`config.mk`:
```
export PLATFORM = sky130hd
export DESIGN_NAME = medidor_de_frecuencia
export DESIGN_NICKNAME = d
export VERILOG_FILES = /design/src/rtl/medidor_de_frecuencia.sv
export SDC_FILE = /design/constraint.sdc
export NUM_CORES = 1
export LEC_CHECK = 0
export BUFFER_PORTS_ARGS = -buffer_cell sky130_fd_sc_hd__buf_4
export CAP_MARGIN = 20
export CORE_ASPECT_RATIO = 1.5
export CORE_MARGIN = 2
export CORE_UTILIZATION = 50
export DETAILED_ROUTE_END_ITERATION = 6
export HOLD_SLACK_MARGIN = 0.05
export MAX_ROUTING_LAYER = met4
export PLACE_DENSITY = 0.66
export SYNTH_ARGS = -nofsm -noshare
export SYNTH_HDL_FRONTEND = slang
export SYNTH_SLANG_ARGS = --single-unit
```
`constraint.sdc`:
```
create_clock -name clk_periodo -period 3.3 [get_ports clk_periodo]
set_input_delay 0.33 -clock clk_periodo [delete_from_list [all_inputs] [get_ports clk_periodo]]
set_output_delay 0.33 -clock clk_periodo [all_outputs]
set_load 0.005 [all_outputs]
```
`src/rtl/medidor_de_frecuencia.sv`:
```
// Frequency meter: counts clk_periodo cycles between rising edges of a square wave and
// converts the period to Hz with a restoring divider (one quotient bit per cycle).
module medidor_de_frecuencia #(
   parameter int unsigned CLK_HZ        = 12000000,
   parameter int unsigned ANCHO_DIV     = 24,
   parameter int unsigned ANCHO_PERIODO = 20,
   parameter int unsigned MAX_PERIODO   = 600000,
   parameter int unsigned TONO_MAX      = 1023
) (
   input  logic       clk_periodo,
   input  logic       reset,
   input  logic       onda_entrada,
   output logic [9:0] tono,
   output logic       tono_valido,
   output logic       silencio,
   output logic       ocupado
);

   localparam int unsigned AC = $clog2(ANCHO_DIV);
   localparam logic [ANCHO_DIV-1:0]     DIVIDENDO = ANCHO_DIV'(CLK_HZ);
   localparam logic [ANCHO_DIV-1:0]     TMAX      = ANCHO_DIV'(TONO_MAX);
   localparam logic [9:0]               TMAX10    = 10'(TONO_MAX);
   localparam logic [ANCHO_PERIODO-1:0] CNT_MAX   = ANCHO_PERIODO'(MAX_PERIODO);
   localparam logic [ANCHO_PERIODO:0]   UNO       = (ANCHO_PERIODO+1)'(1);
   localparam logic [AC-1:0]            IT_ULT    = AC'(ANCHO_DIV-1);

   typedef enum logic [1:0] {ESPERA, MIDIENDO, DIVIDIENDO} estado_t;

   estado_t                  est_q, est_d;
   logic [2:0]               sinc_q, sinc_d;
   logic [ANCHO_PERIODO-1:0] cnt_q, cnt_d;
   logic [ANCHO_PERIODO:0]   div_q, div_d, rem_q, rem_d;
   logic [ANCHO_DIV-1:0]     quo_q, quo_d;
   logic [AC-1:0]            it_q, it_d;
   logic [9:0]               tono_q, tono_d;
   logic                     valido_q, valido_d, sil_q, sil_d;

   logic                     flanco, bit_c;
   logic [ANCHO_PERIODO:0]   periodo, resta;
   logic [ANCHO_PERIODO+1:0] prueba;
   logic [ANCHO_DIV-1:0]     cociente;

   always_ff @(posedge clk_periodo) begin
      if (reset) begin
         est_q    <= ESPERA;
         sinc_q   <= '0;
         cnt_q    <= '0;
         div_q    <= '0;
         rem_q    <= '0;
         quo_q    <= '0;
         it_q     <= '0;
         tono_q   <= '0;
         valido_q <= 1'b0;
         sil_q    <= 1'b1;
      end else begin
         est_q    <= est_d;
         sinc_q   <= sinc_d;
         cnt_q    <= cnt_d;
         div_q    <= div_d;
         rem_q    <= rem_d;
         quo_q    <= quo_d;
         it_q     <= it_d;
         tono_q   <= tono_d;
         valido_q <= valido_d;
         sil_q    <= sil_d;
      end
   end

   always_comb begin
      // sinc_q[1] is the synchronized pin, sinc_q[2] its previous value
      sinc_d   = {sinc_q[1:0], onda_entrada};
      flanco   = sinc_q[1] & ~sinc_q[2];
      periodo  = (ANCHO_PERIODO+1)'(cnt_q) + UNO;
      // remainder is always < divisor, so the low bits of the subtraction are exact
      prueba   = {rem_q, quo_q[ANCHO_DIV-1]};
      bit_c    = (prueba >= {1'b0, div_q});
      resta    = prueba[ANCHO_PERIODO:0] - div_q;
      cociente = {quo_q[ANCHO_DIV-2:0], bit_c};

      est_d    = est_q;
      div_d    = div_q;
      rem_d    = rem_q;
      quo_d    = quo_q;
      it_d     = it_q;
      tono_d   = tono_q;
      valido_d = 1'b0;
      sil_d    = sil_q;

      if (flanco)                cnt_d = '0;
      else if (cnt_q != CNT_MAX) cnt_d = cnt_q + 1'b1;
      else                       cnt_d = cnt_q;

      case (est_q)
         ESPERA: begin
            if (flanco) est_d = MIDIENDO;
         end
         MIDIENDO: begin
            if (flanco) begin
               div_d = periodo;
               rem_d = '0;
               quo_d = DIVIDENDO;
               it_d  = '0;
               est_d = DIVIDIENDO;
            end else if (cnt_q == CNT_MAX) begin
               sil_d  = 1'b1;
               tono_d = '0;
               est_d  = ESPERA;
            end
         end
         DIVIDIENDO: begin
            // edges seen here only restart the period counter
            rem_d = bit_c ? resta : prueba[ANCHO_PERIODO:0];
            quo_d = cociente;
            it_d  = it_q + 1'b1;
            if (it_q == IT_ULT) begin
               tono_d   = (cociente > TMAX) ? TMAX10 : cociente[9:0];
               valido_d = 1'b1;
               sil_d    = 1'b0;
               est_d    = MIDIENDO;
            end
         end
         default: est_d = ESPERA;
      endcase
   end

   assign tono        = tono_q;
   assign tono_valido = valido_q;
   assign silencio    = sil_q;
   assign ocupado     = (est_q == DIVIDIENDO);

endmodule

```
**Word level (Yosys, flattened, before mapping)**

Index checks and enable logic that the tools add are counted.
W data, S select, Z words.

- Output and inout bits: 13
- Bits in registers: 108
- Input port bits: 3
- Logic and storage cells: 60

- Reduce and logical (&&, ||, !) cells: 8
- Add/subtract/negate cells: 4
- Order comparisons: 2
- Mux-type cells: 22
- Equal/unequal tests: 11
- Bitwise operators: 3

Operators by type and width:

| cell | count |
|---|---|
| $pmux W24 S2 | 1 |
| $mux W21 | 2 |
| $pmux W21 S2 | 1 |
| $mux W10 | 4 |
| $gt A24 B10 Y1 const B | 1 |
| $mux W24 | 1 |
| $ge A22 B21 Y1 | 1 |
| $add A20 B1 Y21 const B | 1 |
| $sub A21 B21 Y21 | 1 |
| $add A20 B1 Y20 const B | 1 |
| $eq A20 B20 Y1 const B | 1 |
| $ne A20 B20 Y1 const B | 1 |
| $pmux W10 S2 | 1 |
| $pmux W5 S2 | 1 |
| $mux W2 | 4 |
| $ne A2 B2 Y1 const B | 4 |
| $pmux W2 S3 | 1 |
| $add A5 B1 Y5 const B | 1 |
| $eq A5 B5 Y1 const B | 1 |
| $mux W5 | 1 |
| $mux W1 | 4 |
| $reduce_and A2 Y1 | 2 |
| $reduce_and A4 Y1 | 1 |
| $reduce_or A2 Y1 | 2 |
| other kinds (10) | 11 |

**Longest topological paths before layout**

- Depth in word-level cells: 5
- Gate-level depth with buffers: 13
- Gate-level depth less buffers: 11

**Worst setup path before layout**

Ideal clock, no wire load.

- Path type: register to register
- Start: register div_q[2]
- End: register rem_q[10]
- Data required time: 3.172 ns
- Arrival time: 2.601 ns
- Stages on the path, launching flop included: 13
- Library setup time: 0.128 ns
- Slack: 0.571 ns
- Clock period less this slack: 2.729 ns
- Cells stage by stage: dfxtp_1 > inv_1 > ha_1 > nor2b_4 > o31a_1 > o31a_1 > o41ai_4 > nand4_1 > a31oi_1 > buf_4 > buf_12 > mux2i_1 > o21ai_1

- Longest elaborated chain between the ends: 3
- Elaborated cells on any way between the ends: 4

RTL lines:

| what | line | text |
|---|---|---|
| start: declaration | 32 | `logic [ANCHO_PERIODO:0] div_q, div_d, rem_q, rem_d;` |
| start signal: assignment | 59 | `div_q <= div_d;` |
| $sub A21 B21 Y21 or $ge A22 B21 Y1 (tied branches) | 77, 76 |  |
| $mux W21 * | 112 | `rem_d = bit_c ? resta : prueba[ANCHO_PERIODO:0];` |
| $pmux W21 S2 * | 93 | `case (est_q)` |
| end signal: assignment | 60 | `rem_q <= rem_d;` |
| end: declaration | 32 |  |

Mark *: on every way between the ends. The rest lies on a longest branch, timed or not.
A chain may end at the register's enable or synchronous reset.

**Final worst setup path**

- Start: register div_q[2]
- End: register rem_q[20]

The elaborated chain is that of the path after synthesis.

==> results.json <==
{
  "outcome": "finished clean",
  "post_synth_main_area_contributors": "sky130_fd_sc_hd__dfxtp_1, sky130_fd_sc_hd__nor2_1, sky130_fd_sc_hd__ha_1",
  "path_clk_slew_ps": 70,
  "top_level_ports": 16,
  "achievable-frequency_ghz": 0.323,
  "die_w_um": 88.0,
  "critPathArrivalTime_ps": 3360,
  "die_height_um": 130,
  "grt_antenna_before_repair": 0,
  "start_kind": "flop",
  "clock_power_share_pct": 44.7,
  "die_area_sq_um": 11400,
  "critPathKind": "flop to flop",
  "last_weighted_congestion_value_of_the_routability_driven_placer": 0.862,
  "area_growth_syn_to_layout_pct": 11.5,
  "grt_start_max_net_pins": 72,
  "htree_num_levels": 3,
  "drtAntennaViolNets": 0,
  "layoutNonFillerInstCount": 800,
  "port_buffers": 15,
  "synthDistinctLibCells": 50,
  "ys.flop_type": "sky130_fd_sc_hd__dfxtp_1",
  "clock_insertion_delay_worst_skew_ps": 350,
  "timing.critical_path.fanout_max": 5,
  "r2r-start": "div_q[2]",
  "synth-async-reset-ratio_pct": 0,
  "cts_hold_repair.buffers": 0,
  "grt_setup_unrepaired": "no",
  "finalNetCount": 679,
  "detail_route.wirelength_um": 11900,
  "fin_crit_ps": 3100,
  "cellPowerDensity_nw_per_um2": 468,
  "tritoncts": "built",
  "crit-reg2reg-capture": "rem_q[20]",
  "worst-r2r-cell-count": 11,
  "worst-r2r-setup-slack_ps": 200,
  "min_from": "onda_entrada",
  "layout_setup_ws_ps": 203,
  "drt-pass1-iter-count": 4,
  "drv_cap": 0,
  "dr_total_vias": 4444,
  "irDropWorstVdd_uv": 355,
  "groute.layer.met3.usage_pct": 3.92,
  "power.switching_w": 0.000614,
  "worstHoldPathCells": 2,
  "finalClockSkew_ps": 6.43,
  "n_antenna_cell": 0,
  "synth_cells": 647,
  "grt-ovfl-total": 0,
  "worst_hold_slack_after_final_layout_ps": 193,
  "power.sequential.fraction_pct": 48.0,
  "synth-seq-cells": 108,
  "crit_path_end_kind": "flop",
  "cellLeakagePower_nw": 2.18,
  "grt_use_met2_pct": 39.2,
  "busiest_layer": "met2",
  "core-area_sq_um": 10400,
  "drt-vias-per-instance": 5.56,
  "number_of_global_route_vias_before_repair": 4279,
  "slew_headroom_pct": 48.2,
  "power.switching_fraction_pct": 22.3,
  "clock_tree.buffer_depth": 2,
  "mappedNetlistArea_sq_um": 5290,
  "pre_cts_ws_ps": 195,
  "initial_utilization_pct": 50.8,
  "synth.yosys.warnings": 0,
  "total_power_w": 0.00276,
  "synth_top_cell_by_area": "sky130_fd_sc_hd__dfxtp_1",
  "placedCellCount": 782,
  "global_routing_met1_resource_utilization_pct": 26.1,
  "timing.setup.tns_ps": 0,
  "synthesis.nets": 675,
  "cts.sinks": 108,
  "cellInternalPower_w": 0.00214,
  "worstMarginPinSlew_ps": 774,
  "synth_top_area_share_pct": 40.9,
  "p_comb_share_pct": 7.3,
  "number_of_failing_hold_endpoints_at_the_final_stage": 0,
  "final-setup-viol-count": 0,
  "data_required_time_at_the_worst_endpoint_ps": 3560,
  "min_period_over_period_pct": 93.8,
  "cts.root.buffer_cell": "sky130_fd_sc_hd__clkbuf_16",
  "overall_track_demand_over_capacity_in_global_routing_pct": 22.4,
  "wire_length_of_the_first_global_routing_pass_um": 19800,
  "remaining_drc_errors": 0,
  "tritoncts.num_buffers": 9,
  "place_hpwl_um": 8650,
  "detail_routed_net_length_per_standard_cell_um": 14.8,
  "min_path_type": "input pin to flop",
  "initial_drc_count": 232,
  "std_cell_rows": 46,
  "min_to": "sinc_q[0]",
  "synth_edf_count": 0,
  "slew_viols_final": 0,
  "post_route_cells_drive_above_1_share_pct": 7.93,
  "synth.yosys.seq_area_share_pct": 40.9,
  "mean_instance_size_in_the_synthesized_netlist_sq_um": 8.17
}
## stage by stage
stage	util, %	area (sq um)
global route	56.6	5890
floorplan	-	5290
CTS	56.4	5870
finish	56.6	5890
detailed placement	53.1	5530
global placement	53.1	5530
## critical path, stage by stage, from the launching register on
cell and delay (ps):
sky130_fd_sc_hd__dfxtp_1 330, sky130_fd_sc_hd__inv_1 50, sky130_fd_sc_hd__ha_1 350, sky130_fd_sc_hd__nor2b_4 160, sky130_fd_sc_hd__o31a_1 270, sky130_fd_sc_hd__o31a_1 300
sky130_fd_sc_hd__o41ai_4 420, sky130_fd_sc_hd__buf_4 180, sky130_fd_sc_hd__nor3_1 50, sky130_fd_sc_hd__nor4_1 510, sky130_fd_sc_hd__mux2i_1 170, sky130_fd_sc_hd__o31ai_1 240
## power by group through the flow
stage	Clock [W]	Sequential [W]	Combinational (W)
CTS	0.00126	0.00132	0.000193
global route	0.00130	0.00133	0.000222
floorplan	0	0.00135	0.000156
global placement	0	0.00135	0.000188
detailed placement	0	0.00135	0.000192
finish	0.00123	0.00132	0.000201
## how the worst max path moves through the flow
| stage | slack, ps | from | to |
|---|---|---|---|
| after floorplan | 570 | div_q[2] | rem_q[10] |
| after global placement | 290 | div_q[16] | rem_q[17] |
| after detailed placement | 200 | div_q[2] | rem_q[4] |
| after CTS | 190 | div_q[2] | rem_q[4] |
| after global routing | 9 | quo_q[23] | rem_q[2] |
| final | 200 | div_q[2] | rem_q[20] |
## registers in the layout (all words and copies together), names as in the netlist
| register | cells |
|---|---|
| quo_q | 24 |
| div_q | 21 |
| rem_q | 21 |
| cnt_q | 20 |
| tono | 10 |
| it_q | 5 |
| sinc_q | 3 |
| est_q | 2 |
| silencio | 1 |
| tono_valido | 1 |
## cells by family after synthesis
group	Yosys count	share of synthesized area (%)
flip-flops	108	40.9
buffers and inverters	64	5.02
multiplexers	17	3.22
AO/OA/AOI/OAI	133	16.0
adder cells (fa/ha/maj)	25	6.06
AND/OR/NAND/NOR	268	23.5
XOR/XNOR	32	5.30
## Yosys cell counts (all sizes together) (6+ instances only)
master  instances
nand4           8
mux2i          17
a21oi          48
and3            9
clkbuf         28
nand2b          7
nor3           33
a211oi         24
dfxtp         108
nor4            7
nor2           93
ha             24
xor2           14
buf             6
o21ai          28
nand3          33
xnor2          18
nand2          56
inv            30
## cell usage in the layout (no fill, tap or decap), types with 3 or more instances in the layout
master,netlist,layout
sky130_fd_sc_hd__nand3_1,33,33
sky130_fd_sc_hd__inv_1,30,30
sky130_fd_sc_hd__and3_1,9,9
sky130_fd_sc_hd__o21a_1,5,5
sky130_fd_sc_hd__buf_4,2,27
sky130_fd_sc_hd__o211ai_1,3,3
sky130_fd_sc_hd__o31ai_1,5,5
sky130_fd_sc_hd__nand3b_1,3,3
sky130_fd_sc_hd__o21ai_1,10,10
sky130_fd_sc_hd__a32oi_1,3,3
sky130_fd_sc_hd__dfxtp_1,108,108
sky130_fd_sc_hd__xor2_1,14,14
sky130_fd_sc_hd__a211oi_1,24,24
sky130_fd_sc_hd__nand4_1,8,8
sky130_fd_sc_hd__mux2i_1,17,17
sky130_fd_sc_hd__nor2_1,93,93
sky130_fd_sc_hd__ha_1,24,24
sky130_fd_sc_hd__nor4_1,7,6
sky130_fd_sc_hd__nor2b_1,3,3
sky130_fd_sc_hd__and2_1,4,4
sky130_fd_sc_hd__nand2b_1,7,7
sky130_fd_sc_hd__o31a_1,3,3
sky130_fd_sc_hd__or2_2,3,3
sky130_fd_sc_hd__nor3_1,33,32
sky130_fd_sc_hd__a21oi_1,48,48
sky130_fd_sc_hd__bufinv_16,0,3
sky130_fd_sc_hd__a21o_1,3,3
sky130_fd_sc_hd__clkbuf_16,0,9
sky130_fd_sc_hd__nand2_1,56,56
sky130_fd_sc_hd__xnor2_1,18,18
sky130_fd_sc_hd__o21ai_0,18,18
## timing repair
| action | 4_1_cts | 5_1_grt |
|---|---|---|
| gates resized for setup | 0 | 1 |
| setup endpoints to repair | 0 | 7 |
| buffers inserted | 0 | 2 |
## metal layers
metal  part of all wire, %  vias to the layer above
li1                      -                     2265
met2                    54                       46
met4                   1.4                        0
met3                   2.0                       14
met5                     0                        -
met1                    43                     2119
## area by class of cell
type	count	area (sq um)
repair buffers	27	203
multi-input cells	475	2890
flip-flops and latches	108	2160
clock buffers	9	225
clock inverters	7	120
well taps	144	180
fillers	980	4520
inverters	30	113
Power figures use the tool's default switching activity.
